`config.mk`:
```
export PLATFORM = sky130hd
export DESIGN_NAME = mem_arbiter
export DESIGN_NICKNAME = d
export VERILOG_FILES = /design/src/rtl/mem_arbiter.sv
export SDC_FILE = /design/constraint.sdc
export NUM_CORES = 1
export LEC_CHECK = 0
export BUFFER_PORTS_ARGS = -buffer_cell sky130_fd_sc_hd__buf_2
export CAP_MARGIN = 30
export CORE_ASPECT_RATIO = 1.1
export CORE_UTILIZATION = 29
export DETAILED_ROUTE_END_ITERATION = 7
export PLACE_DENSITY = 0.87
export SLEW_MARGIN = 5
export SYNTH_ARGS = -nofsm -noshare
export SYNTH_HDL_FRONTEND = slang
export SYNTH_SLANG_ARGS = --single-unit
```
`constraint.sdc`:
```
create_clock -name clk -period 2.05 [get_ports clk]
set_clock_uncertainty 0.05 [all_clocks]
set_input_delay 0.205 -clock clk [delete_from_list [all_inputs] [get_ports clk]]
set_output_delay 0.205 -clock clk [all_outputs]
set_load 0.02 [all_outputs]
```
`src/rtl/mem_arbiter.sv`:
```
// Two-port arbiter in front of a single-port synchronous memory, with locked sequences.
// Build option: define MEM_ARB_RR_EN for round-robin arbitration (default is fixed priority, port 0 first).
//
// state | meaning
// IDLE  | arbitrate between both ports
// LOCK0 | bus held by port 0, port 1 waits
// LOCK1 | bus held by port 1, port 0 waits
module mem_arbiter #(
    parameter int AWIDTH   = 16,
    parameter int DWIDTH   = 16,
    parameter int MAX_LOCK = 8
) (
    input  logic              clk,
    input  logic              rst,
    input  logic              p0_req,
    input  logic              p0_we,
    input  logic              p0_lock,
    input  logic [AWIDTH-2:0] p0_addr,
    input  logic [DWIDTH-1:0] p0_wdata,
    output logic              p0_gnt,
    output logic              p0_rvalid,
    output logic [DWIDTH-1:0] p0_rdata,
    input  logic              p1_req,
    input  logic              p1_we,
    input  logic              p1_lock,
    input  logic [AWIDTH-2:0] p1_addr,
    input  logic [DWIDTH-1:0] p1_wdata,
    output logic              p1_gnt,
    output logic              p1_rvalid,
    output logic [DWIDTH-1:0] p1_rdata,
    output logic              mem_re,
    output logic              mem_we,
    output logic [AWIDTH-2:0] mem_addr,
    output logic [DWIDTH-1:0] mem_wdata,
    input  logic [DWIDTH-1:0] mem_rdata
);
    localparam int CW = $clog2(MAX_LOCK + 1);

    typedef enum logic [1:0] {IDLE, LOCK0, LOCK1} state_t;

    state_t          state, state_nxt;
    logic [CW-1:0]   lock_cnt, lock_cnt_nxt;
    logic            yield, yield_nxt;
    logic            last, last_nxt;     // last granted port (1 = port 1)
    logic            contend_p1;
    logic            any_gnt, w_we, w_lock;

`ifdef MEM_ARB_RR_EN
    assign contend_p1 = ~last;
`else
    assign contend_p1 = yield & ~last;
`endif

    always_comb begin
        p0_gnt = 1'b0;
        p1_gnt = 1'b0;
        case (state)
            LOCK0:   p0_gnt = p0_req;
            LOCK1:   p1_gnt = p1_req;
            default: begin
                if (p0_req && p1_req) begin
                    p1_gnt = contend_p1;
                    p0_gnt = ~contend_p1;
                end else begin
                    p0_gnt = p0_req;
                    p1_gnt = p1_req;
                end
            end
        endcase
        if (rst) begin
            p0_gnt = 1'b0;
            p1_gnt = 1'b0;
        end
    end

    assign any_gnt   = p0_gnt | p1_gnt;
    assign w_we      = p1_gnt ? p1_we   : p0_we;
    assign w_lock    = p1_gnt ? p1_lock : p0_lock;
    assign mem_re    = any_gnt & ~w_we;
    assign mem_we    = any_gnt & w_we;
    assign mem_addr  = !any_gnt ? '0 : (p1_gnt ? p1_addr  : p0_addr);
    assign mem_wdata = !any_gnt ? '0 : (p1_gnt ? p1_wdata : p0_wdata);
    assign p0_rdata  = mem_rdata;
    assign p1_rdata  = mem_rdata;

    always_comb begin
        state_nxt    = state;
        lock_cnt_nxt = lock_cnt;
        yield_nxt    = yield;
        last_nxt     = last;
        if (any_gnt) begin
            last_nxt  = p1_gnt;
            yield_nxt = 1'b0;
            if (state == IDLE) begin
                if (w_lock) begin
                    if (MAX_LOCK <= 1) begin
                        yield_nxt    = 1'b1;
                        lock_cnt_nxt = '0;
                    end else begin
                        state_nxt    = p1_gnt ? LOCK1 : LOCK0;
                        lock_cnt_nxt = CW'(1);
                    end
                end
            end else if (!w_lock) begin
                state_nxt    = IDLE;
                lock_cnt_nxt = '0;
            end else if (lock_cnt == CW'(MAX_LOCK - 1)) begin
                // hold limit reached: force release and let the other port in next
                state_nxt    = IDLE;
                lock_cnt_nxt = '0;
                yield_nxt    = 1'b1;
            end else begin
                lock_cnt_nxt = lock_cnt + CW'(1);
            end
        end
    end

    always_ff @(posedge clk or posedge rst) begin
        if (rst) begin
            state     <= IDLE;
            lock_cnt  <= '0;
            yield     <= 1'b0;
            last      <= 1'b1;
            p0_rvalid <= 1'b0;
            p1_rvalid <= 1'b0;
        end else begin
            state     <= state_nxt;
            lock_cnt  <= lock_cnt_nxt;
            yield     <= yield_nxt;
            last      <= last_nxt;
            p0_rvalid <= p0_gnt & ~p0_we;
            p1_rvalid <= p1_gnt & ~p1_we;
        end
    end
endmodule

```
# Word level (Yosys, flattened, before mapping)
# Cells that the tools add are included.
[word_totals] regBits=10 in_bits=86 out_inout_bits=69 elab_cells=51
[classes] n_addsub=1 n_eq_ne=5 mux=24 n_bitwise=11 reduce_logical=4
[op_table] op="$mux W16" n=2
[op_table] op="$mux W15" n=2
[op_table] op="$mux W4" n=4
[op_table] op="$mux W2" n=5
[op_table] op="$mux W1" n=9
[op_table] op="$and A1 B1 Y1" n=5
[op_table] op="$not A1 Y1" n=5
[op_table] op="$add A4 B1 Y4 const B" n=1
[op_table] op="$eq A4 B3 Y1 const B" n=1
[op_table] op="$pmux W1 S2" n=2
[op_table] op="$ne A3 B1 Y1 const B" n=1
[op_table] op="$reduce_and A3 Y1" n=1
[op_table] op="$eq A2 B1 Y1 const B" n=1
[op_table] op="$eq A2 B2 Y1 const B" n=1
[op_table] op="$logic_not A2 Y1" n=1
[op_table] op="$ne A2 B2 Y1 const B" n=1
[op_table] op="$reduce_and A2 Y1" n=1
[op_table] op="$logic_and A1 B1 Y1" n=1
[op_table] op="$or A1 B1 Y1" n=1

# Depth between registers and ports, before layout
[depth] depth_word=8 mapped_depth=8 mapped_depth_nobuf=8

# Worst setup path after synthesis
# Ideal clock, no wire load.
[synth_path] path_kind="register to output" from="register state[0]" to="output mem_addr[0]" arrival_time_ns=1.869 required_time_ns=1.795 path_slack_ns=-0.074 path_stages_with_launch=9 n_path_buf=2 cell_sequence="dfrtp_1 -> inv_1 -> ha_1 -> nand2b_1 -> o211a_1 -> buf_6 -> nor2_2 -> buf_2 -> a22o_1"
[synth_between] elab_chain_len=5 elab_cells_between_ends=9 cone_classes="eq/ne: 2; mux: 6; bitwise: 1"
[synth_lines] item="start, declared" line="41" text="state_t state, state_nxt;"
[synth_lines] item="start signal, assigned" line="127" text="state <= state_nxt;"
[synth_lines] item="$eq A2 B2 Y1 or $eq A2 B1 Y1 (tied branches)" line="57" text="case (state)"
[synth_lines] item="$pmux W1 S2" line="57"
[synth_lines] item="$mux W1" line="70" text="if (rst) begin"
[synth_lines] item="$mux W15 or $or A1 B1 Y1 (tied branches)" line="81, 76"
[synth_lines] item="$mux W15 (*)" line="81" text="assign mem_addr = !any_gnt ? '0 : (p1_gnt ? p1_addr : p0_addr);"
[synth_lines] item="end, declared" line="33" text="output logic [AWIDTH-2:0] mem_addr,"
# Every way passes the cells marked *; elsewhere a longest branch is shown, timed or not.

# Final worst setup path
[layout_path] from="register state[0]" to="output mem_addr[10]"
# Same word-level chain as after synthesis.

==> impl_metrics.py <==
metrics = {
    "worst_setup_path": {
        "crit_path_frequent_cell": "buf_6",
        "crit_family": "simple AND/OR/NAND/NOR gates",
        "end_kind": "output port",
        "path_max_fanout": 24,
        "critical_path_class": "reg -> out",
        "cp_slowest_stage_delay_ps": 360,
        "crit_buf_inv": 4,
        "cp.arrival_ps": 2040,
        "slowest_stage": "dfrtp_1",
        "cp_data_required_time_ps": 1790,
        "worstSetupStartpointType": "register",
        "cp_cell_sequence": "inv_2 > ha_4 > buf_6 > nand4bb_1 > nand4_1 > nor2_4 > buf_12 > a22o_1 > buf_6",
    },
    "clock_tree": {
        "numCtsBuffers": 3,
        "cts.clk_slew.worst_paths_ps": 50,
        "clkSinkCount": 10,
        "cts-root-buf": "clkbuf_8",
        "cts_buffer_depth": 2,
        "tritoncts": "yes",
        "htreeDepth": 1,
        "worstSkewPairLatency_ps": 240,
    },
    "synth": {
        "synth.net_count": 224,
        "yosys-top-cells-count": "a22o_1 (34), buf_4 (32), dfrtp_1 (9)",
        "yosysTopAreaCell": "a22o_1",
        "ys_seq_area_frac": 0.208,
        "syn_inst": 134,
        "yosysWarnings": 0,
        "synth_edf_count": 0,
        "synth_seq_cells": 10,
        "synthFlopType": "dfrtp_1",
        "synth.area.top_cells": "a22o_1 (25%), buf_4 (20%), dfrtp_1 (19%)",
        "syn_area_um2": 1210,
        "synthDistinctLibCells": 35,
        "post-synth-top-count-cell": "a22o_1",
        "synth_top_cell_area_share": 0.246,
        "ys_async_sr_fraction": 1.00,
        "syn_avg_cell_area_um2": 9.03,
    },
    "sta": {
        "period_minus_slack_ps": 2300,
        "grt_setup_unrepaired": "true",
        "period_share": 1.12,
        "fin_hold_ws_ps": 123,
        "drv_slew": 0,
        "worst_pin_slew_ps": 324,
        "hold_viol_final": 0,
        "final.setup.worst_slack_ps": -245,
        "fmax_ghz": 0.436,
        "setup_violations": 39,
        "slew_headroom": 0.779,
    },
    "drt": {
        "drtIter0Drc": 29,
        "antenna_left": 0,
        "firstDrtPassIters": 4,
        "drc": 0,
        "num_vias": 1398,
        "wl_per_cell_um": 15.4,
        "vias_per_cell": 4.99,
        "finalWirelength_um": 4320,
    },
    "global_routing": {
        "grt_pass1_vias": 1390,
        "grt_pass1_wl_um": 6540,
        "grt.met2_usage": 0.325,
        "antenna_found_initial": 0,
        "busiest_layer": "met2",
        "met1_usage": 0.220,
        "grt_remaining_overflow": 0,
        "grt_max_degree": 25,
        "grt_util_all_layers": 0.189,
        "grt_util_met3": 0.0378,
    },
    "final_layout": {
        "antenna_cells": 0,
        "drive_gt1_frac": 0.667,
        "layout.nets": 319,
        "area_growth_pct": 72.9,
        "stdcell_count": 280,
        "num-fill-cells": 348,
    },
    "power": {
        "p_leak_nw": 1.07,
        "power_switching_mw": 1.04,
        "seq_power_share": 0.124,
        "clkPwrFrac": 0.086,
        "vdd_drop_max_mv": 0.446,
        "power_density_nw_per_um2": 1170,
        "p_sw_frac": 0.423,
        "comb_power_share": 0.790,
        "internal_power_mw": 1.41,
    },
    "floorplanning": {
        "pin_count": 155,
        "core-area_um2": 3990,
        "start_util": 0.303,
        "die_area_um2": 4430,
        "die_w_um": 63.6,
        "die_h_um": 69.7,
        "placementRows": 24,
    },
    "run_status": {
        "violations": "setup timing",
        "status": "finished with violations",
    },
    "placed_design": {
        "hpwlAfterDp_um": 3150,
        "gp_congestion": 0.883,
        "place_ws_ps": -95.7,
        "dp_cells": 269,
        "portBuffers": 106,
    },
    "job": {
        "max_cap_violations": 0,
    },
    "min_path": {
        "holdCritPathClass": "in -> reg",
    },
}
power by group through the flow:
stage          logic [mW]  registers (mW)  clock network [mW]
4_1_cts              1.72           0.298               0.218
3_5_place_dp         1.42           0.298                   0
2_1_floorplan       0.972           0.298                   0
3_3_place_gp         1.39           0.296                   0
6_report             1.94           0.303               0.212
5_1_grt              2.05           0.312               0.229
placed cells by master (no fill, tap or decap), types with 2 or more instances in the layout:
master    netlist  final
nor2_1          5      4
o21ai_2         2      2
nor2b_1         6      6
nand2b_1        4      3
inv_2           0      2
buf_4          32     16
ha_1            4      3
a22o_1         34     33
dfrtp_1         9      9
nor2_4          0      2
inv_1           5      2
buf_2           6     72
buf_6           1     38
nand2_1         2      2
clkbuf_8        0      3
a32o_1          2      2
buf_12          0      2
cell type report:
| type | instances | area (um2) | share of cell area |
|---|---|---|---|
| Clock buffer | 4 | 45.0 | 0.0215 |
| Inverter | 5 | 23.8 | 0.0114 |
| Multi-Input combinational cell | 79 | 733 | 0.350 |
| Sequential cell | 10 | 251 | 0.120 |
| Tap cell | 52 | 65.1 | 0.0311 |
| Timing Repair Buffer | 130 | 973 | 0.465 |
final timing paths:
check	from	endpoint	slack, ps	cells past startpoint
worst max-delay path	state[0]	mem_addr[10]	-250	9
worst min-delay path	p0_we	p0_rvalid	120	2
worst max register to register	state[0]	state[1]	-190	10
worst min register to register	last	last	480	1
max in group asynchronous	rst	last	1240	4
min in group asynchronous	rst	p1_rvalid	490	4
state kept, by name, summed over array words and instances, names as in the netlist:
register / count
yield: 1
last: 1
state: 2
lock_cnt: 4
p0_rvalid: 1
p1_rvalid: 1
routing by layer:
| metal | share of wire | vias up |
|---|---|---|
| met1 | 0.39 | 666 |
| met4 | 0.018 | 0 |
| met3 | 0.073 | 8 |
| li1 | - | 656 |
| met5 | 0 | - |
| met2 | 0.52 | 68 |
through the flow:
stage               TNS [ps]  instance area (um2)  utilization  power (mW)
floorplan              -2210                 1210            -        1.27
global placement       -82.1                 1670        0.419        1.69
detailed placement     -1140                 1670        0.419        1.72
CTS                    -6130                 1930        0.483        2.24
global route          -11120                 2090        0.524        2.59
finish                 -7530                 2090        0.524        2.45
cells by family after synthesis:
family          count (synthesis)  synth area share
simple gates                   26             0.130
compound gates                 48             0.351
fa+ha+maj                       4            0.0414
buf+inv                        45             0.251
mux                             1            0.0186
flops                          10             0.208
repair_timing:
| action | 4_1_cts | 5_1_grt |
|---|---|---|
| setup buffers | 3 | 3 |
| endpoints found under the hold margin | 9 | 0 |
| resized for setup | 52 | 39 |
| setup endpoints to repair | 40 | 41 |
| pin swaps | 18 | 6 |
| hold buffers | 1 | 0 |
| cloned | 0 | 0 |
No activity file was read; power rests on OpenSTA's default activity.
